<file path="src/rtl/exe_result_commit.sv">
// Execute-stage result consumer: accepts one ALU result, runs an optional data-memory
// load/store over a req/ack bus, then commits a register write, a PC redirect or a bus error.
module exe_result_commit #(
  parameter int DATA_W  = 32,
  parameter int TIMEOUT = 255
) (
  input  logic              clock,
  input  logic              reset_n,
  input  logic              ex_valid,
  output logic              ex_ready,
  input  logic [DATA_W-1:0] alu_result,
  input  logic              zero,
  input  logic [DATA_W-1:0] addr_result,
  input  logic [DATA_W-1:0] store_data,
  input  logic [4:0]        write_reg,
  input  logic              reg_write,
  input  logic              mem_read,
  input  logic              mem_write,
  input  logic              branch,
  input  logic              nbranch,
  output logic              mem_req,
  output logic              mem_we,
  output logic [DATA_W-1:0] mem_addr,
  output logic [DATA_W-1:0] mem_wdata,
  input  logic              mem_ack,
  input  logic [DATA_W-1:0] mem_rdata,
  output logic              rf_we,
  output logic [4:0]        rf_waddr,
  output logic [DATA_W-1:0] rf_wdata,
  output logic              pc_redirect,
  output logic [DATA_W-1:0] redirect_pc,
  output logic              bus_error
);

  typedef enum logic [1:0] {
    IDLE = 2'd0,
    MEM  = 2'd1,
    WB   = 2'd2,
    ERR  = 2'd3
  } state_t;

  localparam logic [15:0] LAST_WAIT = 16'(TIMEOUT - 1);

  state_t            state;
  state_t            next_state;
  logic              accept;
  logic [15:0]       wait_cnt;
  logic              lat_reg_write;
  logic [4:0]        lat_waddr;
  logic              lat_mem_read;
  logic              lat_taken;
  logic [DATA_W-1:0] lat_target;
  logic [DATA_W-1:0] lat_rdata;

  assign accept = ex_valid && ex_ready;

  // State register
  always_ff @(posedge clock or negedge reset_n) begin
    if (!reset_n) begin
      state <= IDLE;
    end else begin
      state <= next_state;
    end
  end

  // Next-state logic; an ack in the last allowed wait cycle still wins over the timeout
  always_comb begin
    next_state = state;
    case (state)
      IDLE: begin
        if (accept) begin
          if (mem_read || mem_write) begin
            next_state = MEM;
          end else begin
            next_state = WB;
          end
        end else begin
          next_state = IDLE;
        end
      end
      MEM: begin
        if (mem_ack) begin
          next_state = WB;
        end else if (wait_cnt == LAST_WAIT) begin
          next_state = ERR;
        end else begin
          next_state = MEM;
        end
      end
      WB:      next_state = IDLE;
      ERR:     next_state = IDLE;
      default: next_state = IDLE;
    endcase
  end

  // Handshake output depends on state only
  always_comb begin
    ex_ready = (state == IDLE);
  end

  // Operand capture on accept, load data on ack, wait counter while in MEM
  always_ff @(posedge clock or negedge reset_n) begin
    if (!reset_n) begin
      mem_we        <= 1'b0;
      mem_addr      <= '0;
      mem_wdata     <= '0;
      lat_reg_write <= 1'b0;
      lat_waddr     <= 5'd0;
      lat_mem_read  <= 1'b0;
      lat_taken     <= 1'b0;
      lat_target    <= '0;
      lat_rdata     <= '0;
      wait_cnt      <= 16'd0;
    end else begin
      if (accept) begin
        mem_we        <= mem_write && !mem_read;
        mem_addr      <= alu_result;
        mem_wdata     <= store_data;
        lat_reg_write <= reg_write;
        lat_waddr     <= write_reg;
        lat_mem_read  <= mem_read;
        lat_taken     <= (branch && zero) || (nbranch && !zero);
        lat_target    <= addr_result;
        wait_cnt      <= 16'd0;
      end else if (state == MEM) begin
        if (mem_ack) begin
          lat_rdata <= mem_rdata;
        end else begin
          wait_cnt <= wait_cnt + 16'd1;
        end
      end
    end
  end

  // Registered bus request and commit strobes; commit data holds until the next WB
  always_ff @(posedge clock or negedge reset_n) begin
    if (!reset_n) begin
      mem_req     <= 1'b0;
      rf_we       <= 1'b0;
      rf_waddr    <= 5'd0;
      rf_wdata    <= '0;
      pc_redirect <= 1'b0;
      redirect_pc <= '0;
      bus_error   <= 1'b0;
    end else begin
      mem_req     <= (next_state == MEM);
      rf_we       <= (state == WB) && lat_reg_write && (lat_waddr != 5'd0);
      pc_redirect <= (state == WB) && lat_taken;
      bus_error   <= (state == ERR);
      if (state == WB) begin
        rf_waddr    <= lat_waddr;
        rf_wdata    <= lat_mem_read ? lat_rdata : mem_addr;
        redirect_pc <= lat_target;
      end
    end
  end

endmodule

</file>
<file path="config.mk">
export PLATFORM = sky130hd
export DESIGN_NAME = exe_result_commit
export DESIGN_NICKNAME = d
export VERILOG_FILES = /design/src/rtl/exe_result_commit.sv
export SDC_FILE = /design/constraint.sdc
export NUM_CORES = 1
export LEC_CHECK = 0
export ABC_AREA = 1
export BUFFER_PORTS_ARGS = -buffer_cell sky130_fd_sc_hd__buf_2
export CORE_MARGIN = 5
export CORE_UTILIZATION = 25
export CTS_CLUSTER_SIZE = 12
export DETAILED_ROUTE_END_ITERATION = 8
export GPL_TIMING_DRIVEN = 1
export HOLD_SLACK_MARGIN = 0.15
export PLACE_DENSITY_LB_ADDON = 0.15
export SETUP_SLACK_MARGIN = 0.05
export SYNTH_ARGS = -nofsm -noshare
export SYNTH_HDL_FRONTEND = slang
export SYNTH_SLANG_ARGS = --single-unit
</file>
<file path="constraint.sdc">
create_clock -name clock -period 1.9 [get_ports clock]
set_input_delay 0.19 -clock clock [delete_from_list [all_inputs] [get_ports clock]]
set_output_delay 0.19 -clock clock [all_outputs]
set_load 0.01 [all_outputs]
</file>
==> metrics.md, run 1 <==
| Metric | Value |
|---|---|
| Status | completed |
| Remaining DRCs | 0 |
| Antenna violations before repair | 1 |
| Reg clk slew, reported paths | 60 ps |
| Kind of end point of the critical path | flop |
| Post-synthesis cell type count | 22 |
| Post-synthesis compound-gate area fraction | 8.59% |
| Main combinational cell family by area after synthesis | simple AND/OR/NAND/NOR gates |
| Buffers on Ports | 281 |
| Nets | 1546 |
| Post-synth net total | 1122 |
| Largest area contributor in the netlist | dfrtp_1 |
| Main synth FF type | dfrtp_1 |
| Synth top area cells | dfrtp_1, nand2_1, o21ai_0 |
| Wire per inst | 15.2 um |
| Async SR Flop Fraction | 100% |
| Rows | 69 |
| Worst hold path class | in -> reg |
| PD cells | 1360 nW/um^2 |
| Post-Syn Instances | 977 |
| Max Slew Vio Count | 0 |
| Root buffer cell | clkbuf_16 |
| DP HPWL | 19.4 mm |
| Post-synth EDFFs | 0 |
| Period utilization | 86.6% |
| Fin Setup TNS | 0 ps |
| Synth Area in Adders | 0.276% |
| RD Place Congestion | 0.766 |
| CP required | 2370 ps |
| Clock Sinks | 228 |
| Placed Instance Area | 11100 sq um |
| Layout Skew | 10.4 ps |
| Post-Synth XOR/XNOR Area | 0% |
| H-tree Lvls | 1 |
| Die width | 200 um |
| Leak | 6.85 nW |
| First-pass GRT wire length | 47.4 mm |
| CTS tree | built |
| Setup violators final | 0 |
| Starting DRT DRC Count | 334 |
| Post-Synth Simple-Gate Area | 19.1% |
| Area delta synth->final | 47.8% |
| Fill count | 3644 |
| FF/Latch Area | 5710 sq um |
| Worst Setup Start Kind | flop |
| Vias in the first global route | 8417 |
| Starting Density | 25.4% |
| Unrepaired setup endpoints after global routing | false |
| Post-CTS Setup Inserts | 0 |
| Number of buffers created by CTS | 27 |
| Worst slew pin tran | 540 ps |
| CP max FO | 24 |
| WP data arrival | 2110 ps |
| Syn. warnings | 0 |
| Ratio of cells with drive above 1 in the final layout | 26.6% |
| Grt total ovfl | 0 |
| Mapped Area | 9060 sq um |
| Gr usage total | 14.2% |
| Critical path class | reg -> reg |
| Drt via density | 4.18 |
| Max cap viols | 0 |
| Total power | 18.2 mW |
| Peak supply drop | 0.670 mV |
| Clk_lat worst skew | 540 ps |
| Final Hold Fails | 0 |
| Via count | 7867 |
| Resized Gates After CTS | 0 |
| Rel. slew slack | 64.0% |
| Multi-input gate area | 2910 sq um |
| #FFs+latches synth | 228 |
| Final instance area | 13400 sq um |
| Core Box Area | 35700 sq um |
| Post-Route WL | 28.7 mm |
| Clock buffer depth | 3 |
| Post-synthesis mux area share | 3.98% |
| Synth cell count leaders | nand2_1, dfrtp_1, o21ai_0, nor2_1, inv_1 |
| FMAX | 608 MHz |
| Syn avg cell area | 9.27 sq um |
| Fin crit period | 1650 ps |
| Register area share after synthesis | 63.0% |
| Die area | 40200 sq um |
| Most common cell in the netlist | nand2_1 |
| Final core occ | 37.6% |
| Pin count of the biggest net entering global routing | 69 |
| DRT Pass-1 Iters | 4 |
| Post-synth top area share | 63.0% |
| Die Span Y | 200 um |
| IO Count | 282 |
| Final antenna-violating net count | 0 |
stage by stage:
step / setup slack, ps / hold WS [ps] / std cells
after global routing: 83.8 / 197 / 1884
after global placement: 266 / 184 / 1692
after CTS: 201 / 166 / 1883
final: 255 / 184 / 1884
after floorplan: 512 / -106 / 977
after detailed placement: 221 / 182 / 1692
routing by layer:
layer	global-route usage [%]	up-vias	wire [um]
met2	22.9	198	12800
met5	0	-	0
met1	19.4	3688	13500
met3	3.65	33	1770
li1	-	3948	-
met4	3.27	0	673
report_power, final:
part	internal (mW)	switching (mW)	leakage [nW]
clock network	2.96	2.02	0.414
logic	2.31	3.17	3.59
registers	6.72	0.985	2.85
total	12.0	6.18	6.85
flip-flops by register name, indices dropped and copies added, names as in the netlist, 2 cells and up:
name,cells
lat_rdata,32
lat_target,32
mem_addr,32
mem_wdata,32
redirect_pc,32
rf_wdata,32
wait_cnt,16
lat_waddr,5
rf_waddr,5
state,2
critical path: stages (launching register included):
cell     delay [ps]
dfrtp_1         470
nor2_1          230
nand2_4         180
inv_4           190
buf_4           330
nand2_1         100
nand2_1          70
worst paths after layout:
| path | slack (ps) | cells past startpoint | to | start |
|---|---|---|---|---|
| max reg2reg | 250 | 6 | mem_addr[15] | state[0] |
| min | 180 | 4 | wait_cnt[1] | mem_ack |
| min reg2reg | 470 | 2 | mem_wdata[7] | mem_wdata[7] |
| max | 250 | 6 | mem_addr[15] | state[0] |
| min in group asynchronous | 200 | 2 | lat_target[15] | reset_n |
| max in group asynchronous | 1020 | 3 | mem_addr[12] | reset_n |
cell families (layout without fill, tap and decap cells):
| family | Yosys count | after routing |
|---|---|---|
| buffers and inverters | 115 | 560 |
| adder cells (fa/ha/maj) | 2 | 2 |
| AO/OA/AOI/OAI | 154 | 154 |
| flip-flops | 228 | 228 |
| multiplexers | 32 | 32 |
| AND/OR/NAND/NOR | 446 | 446 |
| other | 0 | 1 |
cell type report:
type	instances	share of cell area [%]
Timing Repair Buffer	442	23.1
Antenna cell	1	0.0187
Clock inverter	5	0.402
Sequential cell	228	42.6
Tap cell	461	4.31
Inverter	68	1.93
Multi-Input combinational cell	634	21.7
Clock buffer	45	5.92
cells in the final DEF, fill, tap and decap left out, drive strengths merged, types with 2 or more instances in the layout:
master and count:
dlygate4sd3 141, inv 68, nand3 15, nand4 5, buf 301, nor2 69, mux2 32, dfrtp 228
clkbuf 45, o21ai 144, clkinv 4, o211ai 2, nor3 4, ha 2, a21oi 7, nand2 351
timing repair:
| action | CTS | global route |
|---|---|---|
| endpoints found under the setup margin | 0 | 0 |
| hold endpoints to repair | 368 | 0 |
| hold buffers | 141 | 0 |
(Power assumes the default switching activity.)
==> inputs of run 2 (changes only) <==
- RECOVER_POWER: default -> 100
==> run 2 against run 1 <==
Against the previous run: die area unchanged; register-to-register slack worse by 20 ps; setup slack worse by 16 ps; count of clock-buffer cells in the layout unchanged; power down 2.0%; critical path depth unchanged; cell area down 2.0%; combinational power down 7.3%; first-iteration DRC count up 8.1%; via count up 0.18%; wire length about the same; global-route usage unchanged; critical path type unchanged; critical endpoint unchanged; highest routed layer unchanged.
==> metrics.md, run 2 (synthesized netlist as in run 1, its figures left out) <==
| Metric | Value |
|---|---|
| Status | completed (unchanged) |
| Drt via density | 4.18 (about the same) |
| Setup violators final | 0 (unchanged) |
| GRT met2 Usage | 22.9% (unchanged) |
| Post-Route WL | 28.7 mm (about the same) |
| Most frequent cells in the layout | nand2_1, dfrtp_1, clkbuf_1 (was nand2_1, buf_2, dfrtp_1) |
| GRT Max-Usage Layer | met2 (unchanged) |
| Die area | 40200 sq um (unchanged) |
| Reg clk slew, reported paths | 60 ps (about the same) |
| Fin Setup TNS | 0 ps (unchanged) |
| DP HPWL | 19.4 mm (unchanged) |
| Root buffer cell | clkbuf_16 (unchanged) |
| Hold wc startpoint | mem_ack (unchanged) |
| Post-CTS Setup Inserts | 0 (unchanged) |
| Max Slew Vio Count | 0 (unchanged) |
| Rows | 69 (unchanged) |
| Met3 Resource Use GR | 3.65% (unchanged) |
| Worst reg2reg setup slack | 240 ps (was 250 ps) |
| Vias in the first global route | 8417 (unchanged) |
| FMAX | 602 MHz (was 608 MHz) |
| Core Box Area | 35700 sq um (unchanged) |
| RD Place Congestion | 0.766 (unchanged) |
| Period utilization | 87.4% (was 86.6%) |
| Starting Density | 25.4% (unchanged) |
| Die Span Y | 200 um (unchanged) |
| Clock buffer depth | 3 (unchanged) |
| Antenna violations before repair | 1 (unchanged) |
| CP max FO | 24 (unchanged) |
| Final antenna-violating net count | 0 (unchanged) |
| Gr usage total | 14.2% (unchanged) |
| Ratio of cells with drive above 1 in the final layout | 16.7% (was 26.6%) |
| Worst hold path class | in -> reg (unchanged) |
| CTS tree | built (unchanged) |
| Area delta synth->final | 44.9% (was 47.8%) |
| Rel. slew slack | 38.7% (was 64.0%) |
| DRT Pass-1 Iters | 4 (unchanged) |
| Nets | 1546 (unchanged) |
| Max cap viols | 0 (unchanged) |
| IO Count | 282 (unchanged) |
| CP required | 2360 ps (was 2370 ps) |
| R2R Path Start | state[0] (unchanged) |
| Wire per inst | 15.3 um (was 15.2 um) |
| WP data arrival | 2130 ps (was 2110 ps) |
| Clk_lat worst skew | 540 ps (about the same) |
| Hold EP | wait_cnt[1] (unchanged) |
| First-pass GRT wire length | 47.4 mm (unchanged) |
| Worst slew pin tran | 920 ps (was 540 ps) |
| Fin crit period | 1660 ps (was 1650 ps) |
| Final core occ | 36.8% (was 37.6%) |
| Worst Setup Start Kind | flop (unchanged) |
| Leak | 6.35 nW (was 6.85 nW) |
| Remaining DRCs | 0 (unchanged) |
| Die width | 200 um (unchanged) |
| Final Hold Fails | 0 (unchanged) |
| Kind of end point of the critical path | flop (unchanged) |
| Pin count of the biggest net entering global routing | 69 (unchanged) |
| Grt total ovfl | 0 (unchanged) |
| Critical path class | reg -> reg (unchanged) |
| Number of buffers created by CTS | 27 (unchanged) |
| Grt met1 use | 19.4% (unchanged) |
| Worst R2R Path Depth | 6 (unchanged) |
| H-tree Lvls | 1 (unchanged) |
| Buffers on Ports | 281 (unchanged) |
| RR Endpoint | mem_addr[15] (unchanged) |
| Starting DRT DRC Count | 361 (was 334) |
| Layout Skew | 16.3 ps (was 10.4 ps) |
| Unrepaired setup endpoints after global routing | false (unchanged) |
| Crit. Startpoint | state[0] (unchanged) |
| Via count | 7881 (was 7867) |
| Most common cell after layout, fill and taps aside | nand2_1 (unchanged) |
| Peak supply drop | 0.670 mV (about the same) |
| PD cells | 1360 nW/um^2 (about the same) |
| Fill count | 3714 (was 3644) |
| Clock Sinks | 228 (unchanged) |
| Hold depth | 4 (unchanged) |
-- run 2: cell count changes in the layout (fill, tap and decap cells not counted), sizes merged --
cell / change
clkinv: -1
buf: -150
clkbuf: +150
clkinvlp: +1
-- run 2: report_power, final --
group	total, mW	leakage, nW	switching, mW	internal, mW
sequential	7.73	2.85	1.01	6.72
clock	4.99	0.414	2.02	2.96
combinational	5.09	3.09	3.15	1.94
total	17.8	6.35	6.19	11.6
-- run 2: final cells by class --
type	count	area (sq um)	area share, %
Clock buffer	45	793	6.04
Inverter	68	259	1.97
Tap cell	461	577	4.39
Sequential cell	228	5710	43.5
Antenna cell	1	2.50	0.0191
Clock inverter	5	53.8	0.410
Multi-Input combinational cell	634	2900	22.1
Timing Repair Buffer	442	2840	21.6
-- run 2: critical path, cell delays in order, from the launching register on --
cell	delay (ps)
dfrtp_1	440
nor2_1	220
nand2_4	190
inv_4	190
clkbuf_4	370
nand2_1	100
nand2_1	70
-- run 2: routing by layer --
layer | up-vias | share of wire [%]
li1 | 3947 | -
met1 | 3705 | 47
met2 | 196 | 45
met3 | 33 | 6.1
met4 | 0 | 2.2
met5 | - | 0
-- run 2: worst max-delay path by stage --
stage	to	slack [ps]	depth (start not counted)
detailed placement	mem_addr[15]	220	6
floorplan	lat_reg_write	510	7
global route	mem_addr[15]	50	6
CTS	mem_addr[15]	200	6
global placement	mem_addr[3]	270	6
finish	mem_addr[15]	240	6
-- run 2: what timing repair did --
action,in CTS,in global routing
gates resized for setup,0,0
hold endpoints to repair,368,0
hold buffers,141,0
-- run 2: per-stage QoR --
step / hold WS, ps / instance area (sq um) / setup slack [ps] / power (mW) / cells
after floorplan: -106 / 9060 / 512 / 10.5 / 977
after global placement: 184 / 11100 / 266 / 13.1 / 1692
after detailed placement: 182 / 11100 / 221 / 13.2 / 1692
after CTS: 166 / 13400 / 201 / 18.6 / 1883
after global routing: 186 / 13100 / 54.9 / 19.2 / 1884
final: 183 / 13100 / 239 / 17.8 / 1884
==> inputs of run 3 (changes only) <==
- CORE_ASPECT_RATIO: default -> 0.8
==> run 3 against run 2 <==
Against the previous run: global-route usage barely moved; non-clock buffer count up 5; final cell count is 1.2% higher; setup slack worse by 3.4 ps; via count hardly changed; sequential power is essentially flat; utilization up 0.16 points; critical endpoint is now lat_target[20]; largest cell class unchanged.
==> metrics.md, run 3 (synthesized netlist as in run 1, its figures left out) <==
| Metric | Value |
|---|---|
| Pre-CTS setup slack | 262 ps (was 221 ps) |
| Total power | 18.0 mW (was 17.8 mW) |
| Status | completed (unchanged) |
| CP required | 2300 ps (was 2360 ps) |
| Remaining DRCs | 0 (unchanged) |
| Peak supply drop | 0.632 mV (was 0.670 mV) |
| Final Hold Fails | 0 (unchanged) |
| WHS | 383 ps (was 183 ps) |
| Worst reg2reg setup slack | 240 ps (about the same) |
| Rows | 62 (was 69) |
| Drt via density | 4.13 (was 4.18) |
| Placed Cells | 1713 (was 1692) |
| Setup violators final | 0 (unchanged) |
| Fin Setup TNS | 0 ps (unchanged) |
| Clock Sinks | 228 (unchanged) |
| Ant. Diodes | 0 (was 1) |
| Most common cell after layout, fill and taps aside | nand2_1 (unchanged) |
| Ratio of cells with drive above 1 in the final layout | 17.3% (was 16.7%) |
| PD cells | 1360 nW/um^2 (about the same) |
| FF/Latch Area | 5710 sq um (unchanged) |
| Hold EP | mem_addr[14] (was wait_cnt[1]) |
| Die Span Y | 180 um (was 200 um) |
| Fin cells | 1906 (was 1884) |
| Worst slew pin tran | 662 ps (was 920 ps) |
| Fill count | 3759 (was 3714) |
| Max cap viols | 0 (unchanged) |
| First-pass GRT wire length | 46.7 mm (was 47.4 mm) |
| Vias in the first global route | 8278 (was 8417) |
| Clock buffer depth | 3 (unchanged) |
| Critical path class | reg -> reg (unchanged) |
| Leak | 6.41 nW (was 6.35 nW) |
| Hold wc startpoint | alu_result[14] (was mem_ack) |
| Starting Density | 25.3% (was 25.4%) |
| Post-Route WL | 29.1 mm (was 28.7 mm) |
| Hold depth | 4 (unchanged) |
| Reg clk slew, reported paths | 60 ps (about the same) |
| Grt total ovfl | 0 (unchanged) |
| Fin crit period | 1660 ps (about the same) |
| Layout Skew | 11.0 ps (was 16.3 ps) |
| Gr usage total | 14.2% (about the same) |
| Die width | 223 um (was 200 um) |
| IO Count | 282 (unchanged) |
| Area delta synth->final | 46.2% (was 44.9%) |
| Core Box Area | 35800 sq um (was 35700 sq um) |
| CTS tree | built (unchanged) |
| RR Endpoint | lat_target[20] (was mem_addr[15]) |
| Root buffer cell | clkbuf_16 (unchanged) |
| Multi-input gate area | 2890 sq um (was 2900 sq um) |
| Nets | 1551 (was 1546) |
| H-tree Lvls | 1 (unchanged) |
| Max Slew Vio Count | 0 (unchanged) |
| Most frequent cells in the layout | nand2_1, dfrtp_1, clkbuf_1 (unchanged) |
| Crit. Startpoint | state[0] (unchanged) |
| Starting DRT DRC Count | 330 (was 361) |
| RD Place Congestion | 0.798 (was 0.766) |
| Worst hold path class | in -> reg (unchanged) |
| FMAX | 601 MHz (was 602 MHz) |
| Worst Setup Start Kind | flop (unchanged) |
| Final antenna-violating net count | 0 (unchanged) |
| Kind of end point of the critical path | flop (unchanged) |
| Antenna violations before repair | 0 (was 1) |
| Number of buffers created by CTS | 27 (unchanged) |
| Pin count of the biggest net entering global routing | 69 (unchanged) |
| Clk_lat worst skew | 530 ps (was 540 ps) |
| DRT Pass-1 Iters | 5 (was 4) |
| Worst R2R Path Depth | 5 (was 6) |
| DP HPWL | 19.2 mm (was 19.4 mm) |
| Via count | 7879 (was 7881) |
| Period utilization | 87.6% (was 87.4%) |
| Unrepaired setup endpoints after global routing | false (unchanged) |
| WP data arrival | 2060 ps (was 2130 ps) |
| Buffers on Ports | 281 (unchanged) |
| Final WS setup | 235 ps (was 239 ps) |
| Rel. slew slack | 55.8% (was 38.7%) |
| Wire per inst | 15.3 um (about the same) |
| Die area | 40200 sq um (about the same) |
| R2R Path Start | state[0] (unchanged) |
| CP max FO | 24 (unchanged) |
| Resized Gates After CTS | 0 (unchanged) |
[run 3: cell types whose count changed in the layout (fill, tap and decap cells not counted), sizes merged]
cell / before / now
buf: 151 / 157
clkbuf: 195 / 187
clkinv: 3 / 7
diode: 1 / 0
dlygate4sd3: 141 / 143
[run 3: what timing repair did]
action	in CTS	in global routing
endpoints found under the hold margin	374	0
hold buffers	144	0
setup buffers	0	0
[run 3: routing by layer]
| layer | part of all wire, % | global-route usage [%] | vias to the layer above |
|---|---|---|---|
| met5 | 0 | 0 | - |
| met2 | 45 | 22.8 | 179 |
| met3 | 5.4 | 3.27 | 43 |
| li1 | - | - | 3962 |
| met4 | 2.2 | 3.14 | 0 |
| met1 | 47 | 19.8 | 3695 |
[run 3: worst max path at each step]
stage | endpoint | slack, ps | cells past startpoint
2_1_floorplan | lat_reg_write | 510 | 7
3_3_place_gp | lat_taken | 290 | 6
3_5_place_dp | lat_target[11] | 260 | 6
4_1_cts | ex_ready | 210 | 2
5_1_grt | wait_cnt[10] | 80 | 7
6_report | lat_target[20] | 240 | 5
[run 3: cell type report]
class | count | area share (%)
clock buffers | 40 | 6.07
multi-input cells | 634 | 21.8
repair buffers | 447 | 21.9
flip-flops and latches | 228 | 43.1
inverters | 68 | 1.95
well taps | 480 | 4.53
clock inverters | 9 | 0.614
[run 3: worst max-delay path, stage by stage (launching register included)]
cell      delay (ps)
dfrtp_1          430
nor2_1           270
nand2_4          110
inv_4            300
clkbuf_2         300
o21ai_0          110
[run 3: power by group]
group	internal, mW	leakage, nW	switching (mW)	total, mW
registers	6.71	2.85	1.04	7.75
clock network	3.06	0.443	2.08	5.14
logic	1.94	3.13	3.13	5.08
[run 3: per-stage QoR]
| step | area, sq um | utilization (%) |
|---|---|---|
| finish | 13300 | 37.0 |
| global route | 13300 | 37.0 |
| CTS | 13500 | 37.6 |
| detailed placement | 11100 | 31.1 |
| global placement | 11100 | 31.1 |
| floorplan | 9060 | - |
